[config.mk]
export PLATFORM = sky130hd
export DESIGN_NAME = alu_arbiter
export DESIGN_NICKNAME = d
export VERILOG_FILES = /design/src/rtl/alu_arbiter.sv
export SDC_FILE = /design/constraint.sdc
export NUM_CORES = 1
export LEC_CHECK = 0
export ABC_AREA = 1
export CORE_AREA = 2 2 118 120
export DETAILED_ROUTE_END_ITERATION = 8
export DIE_AREA = 0 0 120 122
export GPL_TIMING_DRIVEN = 1
export PLACE_DENSITY = 0.77
export SETUP_SLACK_MARGIN = 0.4
export SLEW_MARGIN = 20
export SYNTH_ARGS = -nofsm -noshare
export SYNTH_HDL_FRONTEND = slang
export SYNTH_SLANG_ARGS = --single-unit
[constraint.sdc]
create_clock -name clk -period 1.9 [get_ports clk]
set_clock_uncertainty 0.15 [all_clocks]
set_input_delay 0.19 -clock clk [delete_from_list [all_inputs] [get_ports clk]]
set_output_delay 0.19 -clock clk [all_outputs]
set_load 0.01 [all_outputs]
[src/rtl/alu_arbiter.sv]
// Round-robin arbiter that shares one ALU between two requesters and holds one operation in flight.
// Responses are registered: a legal op answers two cycles after its grant, an illegal one after one; rsp_ready=0 holds the response and blocks new grants.
module alu_arbiter #(
  parameter int NUM_OPS = 12
) (
  input  logic        clk,
  input  logic        rst_n,
  input  logic        req0_valid,
  output logic        req0_ready,
  input  logic [31:0] req0_a,
  input  logic [31:0] req0_b,
  input  logic [3:0]  req0_op,
  input  logic        req1_valid,
  output logic        req1_ready,
  input  logic [31:0] req1_a,
  input  logic [31:0] req1_b,
  input  logic [3:0]  req1_op,
  output logic [31:0] alu_a,
  output logic [31:0] alu_b,
  output logic [3:0]  alu_op,
  input  logic [31:0] alu_out,
  input  logic        alu_cf,
  input  logic        alu_of,
  input  logic        alu_zf,
  input  logic        alu_sf,
  output logic        rsp_valid,
  input  logic        rsp_ready,
  output logic        rsp_id,
  output logic [31:0] rsp_out,
  output logic [3:0]  rsp_flags,
  output logic        rsp_err,
  output logic        busy
);

  localparam logic [1:0] ST_IDLE = 2'd0;
  localparam logic [1:0] ST_EXEC = 2'd1;
  localparam logic [1:0] ST_RESP = 2'd2;
  localparam logic [4:0] NUM_OPS_W = 5'(NUM_OPS);

  logic [1:0]  state_q;
  logic        last_grant_q;
  logic        grant_vld;
  logic        grant_id;
  logic [31:0] gnt_a;
  logic [31:0] gnt_b;
  logic [3:0]  gnt_op;
  logic        gnt_legal;
  logic [3:0]  flag_en;

  // Grants only exist in IDLE out of reset; a tie goes to whoever was not granted last.
  always_comb begin
    grant_vld = 1'b0;
    grant_id  = 1'b0;
    if (rst_n && state_q == ST_IDLE) begin
      if (req0_valid && req1_valid) begin
        grant_vld = 1'b1;
        grant_id  = ~last_grant_q;
      end else if (req0_valid) begin
        grant_vld = 1'b1;
        grant_id  = 1'b0;
      end else if (req1_valid) begin
        grant_vld = 1'b1;
        grant_id  = 1'b1;
      end
    end
  end

  assign req0_ready = grant_vld & ~grant_id;
  assign req1_ready = grant_vld &  grant_id;

  assign gnt_a     = grant_id ? req1_a  : req0_a;
  assign gnt_b     = grant_id ? req1_b  : req0_b;
  assign gnt_op    = grant_id ? req1_op : req0_op;
  assign gnt_legal = {1'b0, gnt_op} < NUM_OPS_W;

  // Per-opcode flag enables {Cf,Of,Zf,Sf}; AND-masking forces disabled bits to 0 even for X inputs.
  always_comb begin
    flag_en = 4'b0010;
    case (alu_op)
      4'd0:    flag_en = 4'b1111;
      4'd1:    flag_en = 4'b0111;
      4'd2:    flag_en = 4'b1010;
      4'd6:    flag_en = 4'b1010;
      4'd11:   flag_en = 4'b1010;
      default: flag_en = 4'b0010;
    endcase
  end

  always_ff @(posedge clk) begin
    if (!rst_n) begin
      state_q      <= ST_IDLE;
      last_grant_q <= 1'b1;
      alu_a        <= '0;
      alu_b        <= '0;
      alu_op       <= '0;
      rsp_id       <= 1'b0;
      rsp_out      <= '0;
      rsp_flags    <= '0;
      rsp_err      <= 1'b0;
    end else begin
      case (state_q)
        ST_IDLE: begin
          if (grant_vld) begin
            last_grant_q <= grant_id;
            rsp_id       <= grant_id;
            if (gnt_legal) begin
              alu_a   <= gnt_a;
              alu_b   <= gnt_b;
              alu_op  <= gnt_op;
              state_q <= ST_EXEC;
            end else begin
              // Illegal ops bypass the ALU entirely and leave its operands untouched.
              rsp_err   <= 1'b1;
              rsp_out   <= '0;
              rsp_flags <= '0;
              state_q   <= ST_RESP;
            end
          end
        end
        ST_EXEC: begin
          rsp_out   <= alu_out;
          rsp_flags <= {alu_cf, alu_of, alu_zf, alu_sf} & flag_en;
          rsp_err   <= 1'b0;
          state_q   <= ST_RESP;
        end
        ST_RESP: begin
          if (rsp_ready) state_q <= ST_IDLE;
        end
        default: state_q <= ST_IDLE;
      endcase
    end
  end

  assign rsp_valid = (state_q == ST_RESP);
  assign busy      = (state_q != ST_IDLE);

endmodule
==> key figures, run 1 <==
Floorplanning
  – I/O pin total: 287
  – Overall die width: 120 µm
  – Initial Util: 35.2%
  – Die area: 14600 µm²
  – Std cell rows: 43
  – Die H: 122 µm
  – Core ar.: 13500 µm²

STA
  – Final hold viol count: 0
  – Unrepaired setup endpoints after global routing: yes
  – Fin. max-slew vios: 0
  – Final period util: 92.8%
  – Final Setup Violations: 0
  – Setup tns final: 0 ps
  – Rel. slew slack: 49.0%
  – Max Freq: 0.567 GHz
  – Worst-margin pin slew: 765 ps
  – Fin crit period: 1760 ps

Global route
  – Total GRT Usage: 22.3%
  – Total gr overflow: 0
  – First-pass GRT wire length: 26000 µm
  – Largest net degree at the start of global routing: 65
  – Number of global-route vias before repair: 5232
  – Initial antenna violation count: 0

Clocking
  – CTS tree: built
  – CTS H-tree lvls: 3
  – Clk sinks: 109
  – Clk slew on worst S/H paths: 70 ps
  – Clock root cell: clkbuf_16
  – Clock buffer depth: 2
  – CTS buffer count: 9
  – Worst skew pair latency: 340 ps

Synthesis
  – Seq/Total Area, Yosys: 46.0%
  – FF+latch count, synth: 109
  – Distinct cell type count after synthesis: 22
  – Post-synth net total: 892
  – Mean Syn Cell Area: 6.64 µm²
  – Post-Syn Area: 4750 µm²
  – Mapped Cells: 715
  – Ys Warns: 0

Hold path
  – Cell count of the worst hold path: 3
  – Hold Crit Class: in -> reg
  – Hold Path End: state_q[1]
  – Hold_sp: rst_n

Placed design
  – Placement Cell Area: 7860 µm²
  – GPL Wtd Cong: 0.812
  – Port bufs: 286
  – Detailed placement HPWL: 11500 µm
  – Dpl cells: 1155

Pwr
  – Static Leak: 3.59 nW
  – Total power: 6.48 mW
  – Seq pwr share: 40.5%
  – Clk network pwr share: 27.7%
  – VDD IR-drop max: 382 µV
  – Net Sw Power: 1.92 mW
  – Switching part of the total: 29.6%
  – Int Pwr: 4.57 mW
  – Comb power frac: 31.8%
  – Power Dens Cells: 742 nW/µm²

Run
  – Max-Cap Viols: 0

Routing
  – Final wirelength: 16700 µm
  – DR iter-0 viols: 257
  – Drt wl/cell: 14.0 µm
  – # DRC: 0
  – Vias: 5568
  – Vias per cell: 4.68
  – Pre-Repair DR Iteration Count: 4
  – Routed Antenna Nets: 0

Critical path
  – CP max-delay cell: dfxtp_4
  – Type of element capturing the critical path: flop
  – Crit path required time: 1990 ps
  – Reg2Reg Depth: 12
  – R2R Setup Slk: 140 ps
  – Reg2reg end: alu_a[17]
  – Crit path DAT: 1850 ps
  – Cells along the critical path: nor2_4 > nand2_4 > nor2_4 > nand2_2 > nand2_2 > nand2_4 > nand2_8 > inv_12 > buf_12 > buf_16 > nor2_1 > nor2_1
  – Critical path startpoint category: flop
  – Setup crit start: state_q[0]
  – Critical Path Max Stage Delay: 370 ps
  – Kind of critical path: reg -> reg
  – Crit Path Max Fanout: 7
  – RR Startpoint: state_q[0]

Cells and area
  – Finished Layout Cells: 1191
  – N_diodes: 0
  – Final core area utilization: 64.7%
  – Area Growth Syn to Fin: 84.2%
  – Nets: 1183
  – Share of cells above drive strength 1: 11.7%
  – Finished layout cell area: 8740 µm²

Run status
  – Status: completed
## registers in the layout (all words and copies together) (netlist names)
| name | cells |
|---|---|
| alu_a | 32 |
| alu_b | 32 |
| rsp_out | 32 |
| alu_op | 4 |
| rsp_flags | 4 |
| state_q | 2 |
| last_grant_q | 1 |
| rsp_err | 1 |
| rsp_id | 1 |
## cells by family (layout without fill, tap and decap cells)
group / after synthesis / count (layout) / share of synthesized area, %
AOI/OAI and AO/OA: 110 / 110 / 11.7
buffers and inverters: 61 / 357 / 6.14
DFF: 109 / 109 / 46.0
and+or+nand+nor: 435 / 435 / 36.2
## cell usage after synthesis
| master | instances | share of area [%] |
|---|---|---|
| o2111ai_1 | 1 | 0.18 |
| clkinv_1 | 1 | 0.079 |
| nor2_1 | 142 | 11 |
| buf_6 | 2 | 0.47 |
| o21ai_0 | 31 | 3.3 |
| buf_4 | 8 | 1.3 |
| nand2_1 | 243 | 19 |
| nand3_1 | 40 | 4.2 |
| clkbuf_1 | 24 | 1.9 |
| nand2_2 | 4 | 0.53 |
| o21bai_1 | 1 | 0.16 |
| nor2_4 | 2 | 0.47 |
| buf_2 | 14 | 1.5 |
| o21ai_1 | 40 | 4.2 |
| nor3_1 | 1 | 0.11 |
| buf_1 | 3 | 0.24 |
| inv_1 | 7 | 0.55 |
| nand4_1 | 2 | 0.26 |
| or2_2 | 1 | 0.13 |
| dfxtp_1 | 109 | 46 |
| inv_2 | 2 | 0.16 |
| a21oi_1 | 37 | 3.9 |
## power by group through the flow
| stage | Clock, mW | Sequential [mW] | Combinational (mW) |
|---|---|---|---|
| after CTS | 1.84 | 2.62 | 2.02 |
| after floorplan | 0 | 2.77 | 0.681 |
| after detailed placement | 0 | 2.67 | 1.79 |
| after global routing | 1.94 | 2.65 | 2.24 |
| after global placement | 0 | 2.66 | 1.77 |
| final | 1.80 | 2.62 | 2.06 |
## per-stage QoR
| stage | setup WS, ps | hold slack (ps) |
|---|---|---|
| 6_report | 137 | 41.9 |
| 5_1_grt | 57.3 | 69.9 |
| 4_1_cts | 175 | 18.4 |
| 3_5_place_dp | -213 | 308 |
| 3_3_place_gp | -147 | 303 |
| 2_1_floorplan | 328 | 189 |
## layer usage
layer	global-route usage (%)	part of all wire, %	up-vias	wire length (µm)
met5	0	0	-	0
met4	8.90	2.8	0	467
met3	6.55	8.0	33	1340
met2	39.7	49	226	8170
met1	25.0	40	2466	6690
li1	-	-	2843	-
## worst max path at each step
stage,cells after the start,endpoint
floorplan,12,alu_a[20]
global placement,10,alu_b[8]
detailed placement,11,alu_b[9]
CTS,12,alu_a[10]
global route,12,alu_a[5]
finish,12,alu_a[17]
## what timing repair did
| action | 4_1_cts | 5_1_grt |
|---|---|---|
| setup buffers | 9 | 2 |
| pin swaps | 5 | 6 |
| endpoints found under the hold margin | 1 | 0 |
| gates cloned | 8 | 0 |
| resized for setup | 72 | 30 |
| setup endpoints to repair | 217 | 216 |
| hold buffers | 1 | 0 |
## area by class of cell
type | instances | area, µm²
Clock inverter | 7 | 60.1
Clock buffer | 9 | 225
Timing Repair Buffer | 331 | 3540
Tap cell | 180 | 225
Fill cell | 1200 | 4760
Inverter | 10 | 53.8
Multi-Input combinational cell | 545 | 2450
Sequential cell | 109 | 2190
## critical path, delay by kind of cell (launching register included)
family	cells	cell delay, ps
buf+inv	3	330
simple gates	9	800
flops	1	370
## placed cells by master (no fill, tap or decap), drive strengths merged
master	n
a21oi	37
buf	48
clkbuf	9
clkdlybuf4s50	280
clkinv	5
clkinvlp	2
dfxtp	109
dlygate4sd2	2
dlygate4sd3	1
inv	10
nand2	247
nand3	40
nand4	2
nor2	144
nor3	1
o2111ai	1
o21ai	71
o21bai	1
or2	1
No activity file was read; power rests on OpenSTA's default activity.
==> inputs of run 2 (changes only) <==
--- a/config.mk
+++ b/config.mk
@@ -6,6 +6,7 @@
 export NUM_CORES = 1
 export LEC_CHECK = 0
 export ABC_AREA = 1
+export CAP_MARGIN = 20
 export CORE_AREA = 2 2 118 120
 export DETAILED_ROUTE_END_ITERATION = 8
 export DIE_AREA = 0 0 120 122
==> constraint.sdc (replaced) <==
create_clock -name clk -period 1.8 [get_ports clk]
set_clock_uncertainty 0.15 [all_clocks]
set_input_delay 0.18 -clock clk [delete_from_list [all_inputs] [get_ports clk]]
set_output_delay 0.18 -clock clk [all_outputs]
set_load 0.01 [all_outputs]
==> run 2 against run 1 <==
Net effect: die area is the same; routed wire length grew 14%; global-route usage grew 0.18 points; final cell count grew 0.42%; register-to-register slack lost 100 ps; combinational power grew 11%; highest routed layer unchanged.
==> key figures, run 2 (synthesis gave the netlist of run 1 again) <==
Clocking
  – Clk sinks: 109 (unchanged)
  – Worst skew pair latency: 340 ps (about the same)
  – CTS tree: built
  – Clock root cell: clkbuf_16
  – Clk slew on worst S/H paths: 80 ps (about the same)
  – Clock buffer depth: 2 (unchanged)
  – CTS H-tree lvls: 3 (unchanged)
  – CTS buffer count: 9 (unchanged)

STA
  – Final hold viol count: 0 (unchanged)
  – Unrepaired setup endpoints after global routing: yes
  – Final period util: 98.0% (+5.2 points)
  – Rel. slew slack: 60.5% (+12 points)
  – Fin crit period: 1760 ps (-0.0402 ps)
  – Final Setup Violations: 0 (unchanged)
  – Fin. max-slew vios: 0 (unchanged)
  – Max Freq: 0.567 GHz (about the same)
  – Setup tns final: 0 ps (unchanged)
  – Final WS setup: 36.5 ps (-100 ps)
  – Worst hold slack: 243 ps (+201 ps)
  – Worst-margin pin slew: 592 ps (-173 ps)

Cells and area
  – Nets: 1187 (+0.34%)
  – Finished Layout Cells: 1196 (+0.42%)
  – Share of cells above drive strength 1: 16.0% (+4.3 points)
  – Commonest cells after routing, fill and taps aside: nand2_1, clkdlybuf4s50_1, nor2_1
  – Area Growth Syn to Fin: 96.1%
  – Finished layout cell area: 9310 µm² (+6.5%)
  – Final core area utilization: 68.9% (+4.2 points)
  – Largest regs: alu_a x32, alu_b x32, rsp_out x32
  – Most common cell after layout, fill and taps aside: nand2_1

Routing
  – Vias per cell: 4.82 (+3.1%)
  – Routed Antenna Nets: 0 (unchanged)
  – Pre-Repair DR Iteration Count: 4 (unchanged)
  – # DRC: 0 (unchanged)
  – Final wirelength: 19000 µm (+14%)
  – Vias: 5766 (+3.6%)
  – DR iter-0 viols: 271 (+5.4%)
  – Drt wl/cell: 15.9 µm (+14%)

Floorplanning
  – Core ar.: 13500 µm² (unchanged)
  – Std cell rows: 43 (unchanged)
  – Die area: 14600 µm² (unchanged)
  – Overall die width: 120 µm (unchanged)
  – Initial Util: 35.2% (unchanged)
  – I/O pin total: 287 (unchanged)
  – Die H: 122 µm (unchanged)

Pwr
  – Static Leak: 5.48 nW (+53%)
  – Clk network pwr share: 29.8% (+2.1 points)
  – VDD IR-drop max: 493 µV (+29%)
  – Int Pwr: 5.12 mW (+12%)
  – Net Sw Power: 2.09 mW (+8.9%)
  – Comb power frac: 31.7% (about the same)
  – Seq pwr share: 38.5% (-2.0 points)
  – Total power: 7.21 mW (+11%)
  – Power Dens Cells: 775 nW/µm² (+4.5%)
  – Switching part of the total: 29.0% (-0.61 points)

Placed design
  – Detailed placement HPWL: 11500 µm (+0.35%)
  – Placement Cell Area: 7850 µm² (-0.22%)
  – GPL Wtd Cong: 0.796 (-2.0%)
  – Pre-CTS WS: -260 ps (-46.5 ps)
  – Dpl cells: 1151 (-0.35%)
  – Port bufs: 286 (unchanged)

Critical path
  – Crit Path Max Fanout: 5 (-2)
  – Crit path DAT: 1850 ps (about the same)
  – Type of element capturing the critical path: flop
  – R2R Setup Slk: 40 ps (-100 ps)
  – Reg2Reg Depth: 10 (-2)
  – Crit path required time: 1880 ps (-110 ps)
  – Cells along the critical path: nor2_4 > nand2_4 > o21bai_1 > nand2_1 > nand2_2 > nand2_4 > clkbuf_16 > clkbuf_16 > o21ai_2 > nor2_1
  – CP max-delay cell: dfxtp_4
  – Critical Path Max Stage Delay: 370 ps (about the same)
  – Kind of critical path: reg -> reg
  – Critical path startpoint category: flop

Global route
  – Total GRT Usage: 22.5% (+0.18 points)
  – Largest net degree at the start of global routing: 69 (+6.2%)
  – First-pass GRT wire length: 26200 µm (+1.0%)
  – Total gr overflow: 0 (unchanged)
  – Number of global-route vias before repair: 5125 (-2.0%)
  – Initial antenna violation count: 0 (unchanged)

Run status
  – Status: completed

Run
  – Max-Cap Viols: 0 (unchanged)

Hold path
  – Cell count of the worst hold path: 3 (unchanged)
  – Hold Crit Class: in -> reg
## run 2: worst paths after layout
| check | start | endpoint |
|---|---|---|
| setup / recovery | state_q[0] | alu_a[19] |
| hold / removal | alu_out[29] | rsp_out[29] |
| setup reg to reg | state_q[0] | alu_a[19] |
| hold reg to reg | last_grant_q | last_grant_q |
## run 2: power groups by stage
stage / Clock, mW / Sequential, mW / Combinational, mW
after floorplan: 0 / 2.92 / 0.721
after global placement: 0 / 2.82 / 1.88
after detailed placement: 0 / 2.83 / 1.89
after CTS: 2.19 / 2.77 / 2.09
after global routing: 2.30 / 2.81 / 2.46
final: 2.15 / 2.78 / 2.28
## run 2: cell type report
class | instances | area [µm²]
flip-flops and latches | 109 | 2190
diodes | 1 | 2.50
multi-input cells | 545 | 2550
well taps | 180 | 225
inverters | 10 | 45.0
repair buffers | 335 | 3970
fillers | 1110 | 4200
clock buffers | 9 | 225
clock inverters | 7 | 97.6
## run 2: layer usage
metal	GRT usage (%)	up-vias	routed length (µm)
li1	-	2860	-
met1	26.8	2615	7700
met3	6.41	32	1580
met4	7.21	0	456
met5	0	-	0
met2	39.0	259	9260
## run 2: critical path, delay by kind of cell (launching register included)
family | cells | cell delay (ps)
DFF | 1 | 370
buffers and inverters | 2 | 340
and+or+nand+nor | 6 | 520
AOI/OAI and AO/OA | 2 | 270
## run 2: repair_timing
item | in CTS | in global routing
gates cloned | 7 | 12
resized for setup | 63 | 192
setup buffers | 8 | 1
hold buffers | 0 | 0
setup endpoints to repair | 217 | 216
pin swaps | 5 | 7
==> RTL edit, RTL diff (flow settings as in run 1) <==
Reset style: asynchronous (`rst_n`), changed in one clocked block.
--- a/src/rtl/alu_arbiter.sv
+++ b/src/rtl/alu_arbiter.sv
@@ -86,7 +86,7 @@
     endcase
   end
 
-  always_ff @(posedge clk) begin
+  always_ff @(posedge clk or negedge rst_n) begin
     if (!rst_n) begin
       state_q      <= ST_IDLE;
       last_grant_q <= 1'b1;
Function: differs if rst_n is asserted again (counterexample within 4 cycles, from zero or initial values and one cycle with rst_n low); with rst_n held inactive, the same outputs for 4 cycles.
==> RTL edit against run 1 <==
  * Design area grew 10%
  * Via count grew 5.1%
  * Setup slack worse by 130 ps
  * Wire length increased by 17%
  * Sequential cell count unchanged
  * Area after synthesis is 11% higher
Power is not compared: it rests on default switching activity, and its combinational part moved more than twofold at a synthesized area within 25%.
==> RTL edit: results (changes against run 1) <==
Status
  • Status: complete, no violations (unchanged)

Synthesis
  • Async SR Flop Fraction: 100% (was 0%)
  • Predominant post-synthesis flop cell: dfrtp_1 (was dfxtp_1)
  • Post-synth net total: 887 (was 892)

STA
  • Fin Hold WS: 203 ps (was 41.9 ps)

Setup path
  • CP arrival: 2020 ps (was 1850 ps)
  • Worst R2R Setup Slack: 10 ps (was 140 ps)
  • Reg-to-Reg End: alu_b[9]$_DFFE_PN0P_ (was alu_a[17]$_SDFFE_PN0P_)
  • R2R Path Start: state_q[0]$_DFFE_PN0P_ (was state_q[0]$_SDFFE_PN0P_)

Place
  • DP Area: 0.00845 mm² (was 0.00786 mm²)
  • Final Wtd Congestion: 0.765 (was 0.812)

Layout
  • Area occupied by multi-input gates: 0.00253 mm² (was 0.00245 mm²)
  • Fraction of area in multi-input gates: 26.2% (was 28.0%)
  • Seq area share: 28.3% (was 25.0%)
  • Multi-input gates: 542 (was 545)
  • NonClk Buf Share: 39.6% (was 40.5%)
  • Nets: 1203 (was 1183)
  • Clk tree area frac: 2.96% (was 3.26%)
  • Share of cells above drive strength 1: 15.8% (was 11.7%)
  • Signal buffers: 351 (was 331)

GRT
  • Met3 Use GR: 5.29% (was 6.55%)
  • Pin count of the biggest net entering global routing: 110 (was 65)
  • Vias in the first global route: 5583 (was 5232)
  • GR Util met2: 43.1% (was 39.7%)
  • Total GRT Usage: 24.7% (was 22.3%)

Route
  • Metal-1 WL: 7.83 mm (was 6.69 mm)
  • Met2 WL: 9.81 mm (was 8.17 mm)
  • Via-to-Cell Ratio: 4.83 (was 4.68)
  • Met3 WL: 1.45 mm (was 1.34 mm)
  • Routed len/inst: 16.1 µm (was 14.0 µm)
==> RTL edit: changes by cell type in the layout (fill, tap and decap cells not counted), moves of 26 or more <==
cell | before | now
nand2_1 | 237 | 369
nand2_2 | 6 | 32
clkdlybuf4s50_1 | 280 | 175
a21oi_1 | 37 | 3
nor2_1 | 132 | 5
dlygate4sd2_1 | 2 | 105
dfrtp_1 | 0 | 108
dfxtp_1 | 106 | 0
nand3_1 | 39 | 89
==> RTL edit: cells by family after synthesis <==
| logic type | Yosys count | share of synthesized area (%) |
|---|---|---|
| AO/OA/AOI/OAI | 7 | 0.833 |
| flip-flops | 109 | 51.9 |
| buffers and inverters | 59 | 5.74 |
| AND/OR/NAND/NOR | 535 | 41.5 |
==> RTL edit: worst min-delay path: stages <==
cell and delay [ps]:
buf_4 140, nand2_4 110, o21bai_4 80, nand3_1 80, a21oi_1 60
